[src/rtl/gb_bus_pkg.sv]
// Shared Game Boy bus definitions: OAM DMA state encoding, fixed register
// addresses and the echo-RAM source remap.
package gb_bus_pkg;

  typedef enum logic [1:0] {
    ST_IDLE  = 2'd0,
    ST_READ  = 2'd1,
    ST_WRITE = 2'd2,
    ST_WAIT  = 2'd3
  } dma_state_t;

  localparam logic [15:0] REG_ADDR = 16'hff46;
  localparam logic [15:0] OAM_BASE = 16'hfe00;

  // Pages E0-FF alias the work RAM 0x2000 lower (FE/FF read as DE/DF).
  function automatic logic [7:0] src_map(input logic [7:0] hi);
    return (hi >= 8'he0) ? (hi - 8'h20) : hi;
  endfunction

endpackage

[src/rtl/oam_dma.sv]
// OAM DMA initiator: a CPU write to FF46 copies XFER_LEN bytes from page XX to OAM.
// Define DMA_PACING_EN to stretch each byte to BYTE_CYCLES clocks with a WAIT state.
module oam_dma
  import gb_bus_pkg::*;
#(
  parameter int XFER_LEN    = 160,
  parameter int BYTE_CYCLES = 4
) (
  input  logic        clockgb,
  input  logic        resetn,
  input  logic [15:0] cpu_address,
  input  logic [7:0]  cpu_indata,
  output logic [7:0]  cpu_outdata,
  input  logic        cpu_load,
  input  logic        cpu_store,
  output logic [15:0] address,
  output logic [7:0]  outdata,
  input  logic [7:0]  indata,
  output logic        load,
  output logic        store,
  output logic        busy
);

`ifdef DMA_PACING_EN
  localparam bit PACED = (BYTE_CYCLES > 2);
`else
  localparam bit PACED = 1'b0;
`endif
  localparam logic [7:0] WAIT_LAST = 8'((BYTE_CYCLES > 2) ? (BYTE_CYCLES - 3) : 0);
  localparam logic [7:0] IDX_LAST  = 8'(XFER_LEN - 1);

  dma_state_t  state, state_nx;
  logic [7:0]  src_reg, src_nx;
  logic [7:0]  idx, idx_nx;
  logic [7:0]  wcnt, wcnt_nx;
  logic [15:0] address_nx;
  logic [7:0]  outdata_nx;
  logic        load_nx, store_nx, busy_nx;
  logic        reg_wr, reg_rd, last;

  assign reg_wr = cpu_store && (cpu_address == REG_ADDR);
  assign reg_rd = cpu_load && (cpu_address == REG_ADDR);
  assign last   = (idx == IDX_LAST);

  // Outputs are decoded from the state being entered so every bus signal is a flop.
  always_comb begin
    state_nx   = state;
    src_nx     = src_reg;
    idx_nx     = idx;
    wcnt_nx    = wcnt;
    load_nx    = 1'b0;
    store_nx   = 1'b0;
    address_nx = '0;
    outdata_nx = '0;
    if (reg_wr) begin
      src_nx   = cpu_indata;
      idx_nx   = '0;
      state_nx = ST_READ;
    end else begin
      case (state)
        ST_READ:  state_nx = ST_WRITE;
        ST_WRITE: begin
          if (PACED) begin
            state_nx = ST_WAIT;
            wcnt_nx  = WAIT_LAST;
          end else if (last) begin
            state_nx = ST_IDLE;
          end else begin
            state_nx = ST_READ;
            idx_nx   = idx + 8'd1;
          end
        end
        ST_WAIT: begin
          if (wcnt != 8'd0) begin
            wcnt_nx = wcnt - 8'd1;
          end else if (last) begin
            state_nx = ST_IDLE;
          end else begin
            state_nx = ST_READ;
            idx_nx   = idx + 8'd1;
          end
        end
        default:  state_nx = ST_IDLE;
      endcase
    end
    case (state_nx)
      ST_READ: begin
        load_nx    = 1'b1;
        address_nx = {src_map(src_nx), idx_nx};
      end
      ST_WRITE: begin
        store_nx   = 1'b1;
        address_nx = OAM_BASE + {8'h00, idx_nx};
        outdata_nx = indata;
      end
      default: ;
    endcase
    busy_nx = (state_nx != ST_IDLE);
  end

  always_ff @(posedge clockgb or negedge resetn) begin
    if (!resetn) begin
      state       <= ST_IDLE;
      src_reg     <= 8'hff;
      idx         <= '0;
      wcnt        <= '0;
      address     <= '0;
      outdata     <= '0;
      load        <= 1'b0;
      store       <= 1'b0;
      busy        <= 1'b0;
      cpu_outdata <= '0;
    end else begin
      state       <= state_nx;
      src_reg     <= src_nx;
      idx         <= idx_nx;
      wcnt        <= wcnt_nx;
      address     <= address_nx;
      outdata     <= outdata_nx;
      load        <= load_nx;
      store       <= store_nx;
      busy        <= busy_nx;
      cpu_outdata <= reg_rd ? src_reg : 8'h00;
    end
  end

endmodule
[config.mk]
export PLATFORM = sky130hd
export DESIGN_NAME = oam_dma
export DESIGN_NICKNAME = d
export VERILOG_FILES = /design/src/rtl/gb_bus_pkg.sv /design/src/rtl/oam_dma.sv
export SDC_FILE = /design/constraint.sdc
export NUM_CORES = 1
export LEC_CHECK = 0
export CAP_MARGIN = 20
export CORE_MARGIN = 5
export CORE_UTILIZATION = 41
export CTS_CLUSTER_SIZE = 40
export DETAILED_ROUTE_END_ITERATION = 12
export MAX_ROUTING_LAYER = met4
export PLACE_DENSITY = 0.7
export REMOVE_ABC_BUFFERS = 1
export SKIP_CTS_REPAIR_TIMING = 1
export SLEW_MARGIN = 10
export SYNTH_ARGS = -nofsm -noshare
export SYNTH_HDL_FRONTEND = slang
export SYNTH_SLANG_ARGS = --single-unit
[constraint.sdc]
create_clock -name clockgb -period 3.1 [get_ports clockgb]
set_input_delay 0.62 -clock clockgb [delete_from_list [all_inputs] [get_ports clockgb]]
set_output_delay 0.62 -clock clockgb [all_outputs]
set_load 0.02 [all_outputs]
# After elaboration in Yosys (flattened, before gate mapping)
# Cells that the tools add are included.
[classes]
reduce_logical = 5
add_sub_neg = 4
mux = 15
bitwise_logic = 1
magnitude_cmp = 1
eq_ne = 7
[op_table]
columns = ["operator", "n"]
rows = [
  ["$mux W8", 7],
  ["$pmux W16 S2", 1],
  ["$eq A16 B16 Y1 const B", 1],
  ["$pmux W8 S2", 1],
  ["$add A10 B9 Y11 const A", 1],
  ["$add A8 B1 Y8 const B", 1],
  ["$eq A8 B8 Y1 const B", 1],
  ["$ge A8 B8 Y1 const B", 1],
  ["$reduce_bool A8 Y1", 1],
  ["$sub A8 B1 Y8 const B", 1],
  ["$sub A8 B6 Y8 const B", 1],
  ["$eq A2 B2 Y1 const B", 3],
  ["$pmux W2 S3", 1],
  ["$eq A2 B1 Y1 const B", 2],
  ["$mux W2", 2],
  ["$mux W1", 3],
  ["$reduce_and A3 Y1", 1],
  ["$logic_and A1 B1 Y1", 2],
  ["$reduce_bool A2 Y1", 1],
  ["$not A1 Y1", 1],
]
[word_totals]
input_bits = 36
regBits = 61
elab_cells = 43
output_inout_bits = 35

# Depth between registers and ports, before layout
[depth]
ltp_word = 7
depth_mapped = 12
mapped_depth_nobuf = 11

# Least setup slack after synthesis
# OpenSTA, ideal clock, no wires.
[synth_path]
path_type = "reg-to-reg"
start = "register wcnt[0]"
end = "register address[0]"
slack_ns = 0.522
setup_time_ns = 0.138
required_time_ns = 2.962
synth_period_minus_slack_ns = 2.578
path_stages_with_launch = 12
t_arrival_ns = 2.440
n_path_buf = 1
cell_sequence = "dfrtp_1 -> inv_1 -> ha_1 -> or3b_4 -> o31ai_4 -> buf_6 -> nand2_1 -> a21oi_1 -> inv_1 -> ha_1 -> o211ai_1 -> nor2_1"
[synth_via]
elab_chain_cells = 6
elab_cells_between_ends = 11
classes_between = "1 x add/sub; 2 x eq/ne; 7 x mux; 1 x reduce/logical"
[synth_rtl]
columns = ["item", "line_no", "text"]
rows = [
  ["start, declared", "oam_dma.sv:35", "logic [7:0] wcnt, wcnt_nx;"],
  ["start signal, assigned", "oam_dma.sv:117", "wcnt <= wcnt_nx;"],
  ["$reduce_bool A8 Y1 *", "oam_dma.sv:74", "if (wcnt != 8'd0) begin"],
  ["$mux W2 *", "oam_dma.sv:74", ""],
  ["$pmux W2 S3 *", "oam_dma.sv:60", "case (state)"],
  ["$mux W2 *", "oam_dma.sv:55", "if (reg_wr) begin"],
  ["net state_nx[0]", "oam_dma.sv:32", "dma_state_t state, state_nx;"],
  ["$eq A2 B2 Y1 / $eq A2 B1 Y1 (equally long branches)", "oam_dma.sv:86", "case (state_nx)"],
  ["$pmux W16 S2 *", "oam_dma.sv:86", ""],
  ["net address_nx[0]", "oam_dma.sv:36", "logic [15:0] address_nx;"],
  ["end signal, assigned", "oam_dma.sv:118", "address <= address_nx;"],
  ["end, declared", "oam_dma.sv:16", "output logic [15:0] address,"],
]
# The timed path passes the listed nets; every way through them passes the cells marked *.
# A chain may end at the register's enable or synchronous reset.

# Worst setup path in the final report
[layout_path]
start = "register wcnt[0]"
end = "register address[15]"
# Same word-level chain as after synthesis.

==> results.cfg <==
[status]
status = completed

[setup_path]
crit-reg2reg-launch = wcnt[0]
worstSetupPathType = register to register
end_kind = register
cp_max_fo = 6
crit_path_frequent_cell = inv_1
arrival_ns = 2.89
critical_path.cell_chain = inv_1 -> ha_1 -> or3b_4 -> o31ai_4 -> nand2_1 -> a21oi_1 -> inv_1 -> ha_1 -> inv_1 -> a21oi_1 -> o221a_2
worst_path_largest_cell_delay_ns = 0.42
crit_required_ns = 3.33
crit_path_start_kind = register
crit_start = wcnt[0]
cp_slowest_cell = or3b_4

[clock_network]
cts_tree = done
path_clk_slew_ns = 0.07
insertion_delay_ns = 0.33
cts_root_buffer = clkbuf_8
clock_sinks = 61
numCtsBuffers = 9
htreeDepth = 3
cts_buffer_depth = 2

[logic_synthesis]
synth.area.top_cells = dfrtp_1 50%, dfstp_2 8.0%, and3_1 3.8%, ha_1 2.9%, nand2_1 2.4%
synthesis.area_mm2 = 0.00263
ys_seq_area_share_pct = 58.4
avgSynthCellArea_um2 = 11.4
synth_top_area_cell = dfrtp_1
synth_warnings = 0
yosysUniqueCellTypes = 45
synth_top_area_share_pct = 50.4
syn_inst = 230
synth-seq-cells = 61

[timing]
clock_skew_ns = 0.00837
holdWs_ns = 0.425
period_share_pct = 86.0
max_slew_margin_pct = 51.1
period_needed_ns = 2.67
hold_viol = 0
final-setup-viol-count = 0
worstMarginPinSlew_ns = 0.734
fin_setup_tns_ns = 0
drv_slew = 0
fmax_ghz = 0.375
rsz0062_at_grt = false

[final_layout]
diodes = 0
fin_nets = 354
largest_reg_flops = 16
syn_to_final_growth_pct = 39.6
top_register = address
drive_gt1_share_pct = 14.5
fin_util_pct = 58.5

[flow_run]
cap_violations = 0

[routing]
dr.pass1.iters = 4
drc_errors = 0
wl_per_cell_um = 14.4
drt-vias-per-instance = 4.93
drtAntennaViolNets = 0
drtIter0Drc = 80
drt-total-wl_um = 5680
num_vias = 1941

[global_route]
antenna_found_initial = 0
grt_max_degree = 62
grt.overflow.total = 0
grt_pass1_wl_um = 9940
grt_use_total_pct = 15.5
grt_pass1_vias = 2018

[power_and_ir_drop]
power_leakage_nw = 1.67
vdd_drop_max_mv = 0.215
cellPowerDensity_mw_per_mm2 = 452

[placed_design]
port_buffers = 70
gp_congestion = 0.854
dp_hpwl_um = 4210

[floorplan]
die_w_um = 90.1
std_cell_rows = 29
io_pins = 71
dieHeight_um = 90.1
core_area_mm2 = 0.00628
die_area_mm2 = 0.00812
start_util_pct = 41.9

[worst_hold_path]
worstHoldPathType = input pin to async pin
-- placed cells by master (no fill, tap or decap), types with 3 or more instances in the layout --
master            n
and3_1           16
dfstp_2           8
dfrtp_1          53
nand2_1          17
nor2_1           17
nand3_1          11
xor2_1            4
inv_1            12
nor3_1            3
clkdlybuf4s50_1  69
xnor2_1           7
and2_1            9
ha_1              6
clkbuf_8         11
nand4_1           5
buf_4            10
mux2i_1           4
o21a_1            4
o21ai_0           7
a21oi_1           9
-- kinds of logic (layout without fill, tap and decap cells) --
family	Yosys count	after routing	share of synthesized area (%)
adders and majority gates	6	6	2.85
and+or+nand+nor	95	95	20.6
AOI/OAI and AO/OA	31	31	8.80
DFF	61	61	58.4
muxes	5	5	1.95
xor gates and xnor gates	11	11	3.66
buffers and inverters	21	108	3.66
-- critical path, delay by kind of cell, from the launching register on --
kind	cells	cell delay (ns)
adders and majority gates	2	0.44
buffers and inverters	3	0.41
and+or+nand+nor	2	0.49
AOI/OAI and AO/OA	4	0.85
DFF	1	0.37
-- synth_stat cells, drive strengths merged --
master,instances
o31ai,1
o211a,1
nand2b,1
and3,16
inv,12
and4,2
nor3b,1
nor2b,1
mux2,1
dfstp,8
o21a,4
or4,2
nor3,4
mux2i,4
dfrtp,53
o21ai,7
buf,5
ha,6
and4b,1
nor4b,1
or3b,1
nand3,11
or2,1
and4bb,2
a211oi,1
or3,2
and2,9
a21oi,9
nand4,5
nor2,17
a21o,1
xnor2,7
nand2,18
o211ai,2
clkbuf,4
a21boi,1
a221oi,1
o221a,1
a31oi,2
xor2,4
-- layout make-up --
| type | instances | area, um^2 |
|---|---|---|
| Clock buffer | 12 | 155 |
| Tap cell | 77 | 96.3 |
| Timing Repair Buffer | 80 | 771 |
| Clock inverter | 4 | 70.1 |
| Fill cell | 548 | 2610 |
| Inverter | 12 | 45.0 |
| Sequential cell | 61 | 1540 |
| Multi-Input combinational cell | 148 | 997 |
-- worst paths after layout --
path | end | slack [ns] | cells past startpoint
worst max-delay path | address[15] | 0.43 | 11
worst min-delay path | wcnt[0] | 0.42 | 2
worst max register to register | address[15] | 0.43 | 11
worst min register to register | wcnt[6] | 0.48 | 1
max in group asynchronous | outdata[1] | 2.19 | 2
min in group clockgb | wcnt[6] | 0.48 | 1
-- power by group --
part,total [mW],internal (mW),switching (mW)
logic,0.0734,0.0438,0.0296
clock network,0.785,0.494,0.292
registers,0.799,0.798,0.000974
-- through the flow --
stage	area [um^2]	power, mW	worst slack, ns	cells
finish	3670	1.66	0.434	394
floorplan	2580	0.821	0.447	221
global placement	3450	0.887	0.188	378
global route	3670	1.73	0.265	394
detailed placement	3450	0.888	0.0983	378
CTS	3670	1.68	0.437	394
-- layer usage --
metal  GRT usage (%)  share of wire (%)
met1            19.6                 45
met2            23.0                 48
met3            4.17                5.1
met4            7.57                2.1
met5               -                  0
No activity file was read; power rests on OpenSTA's default activity.
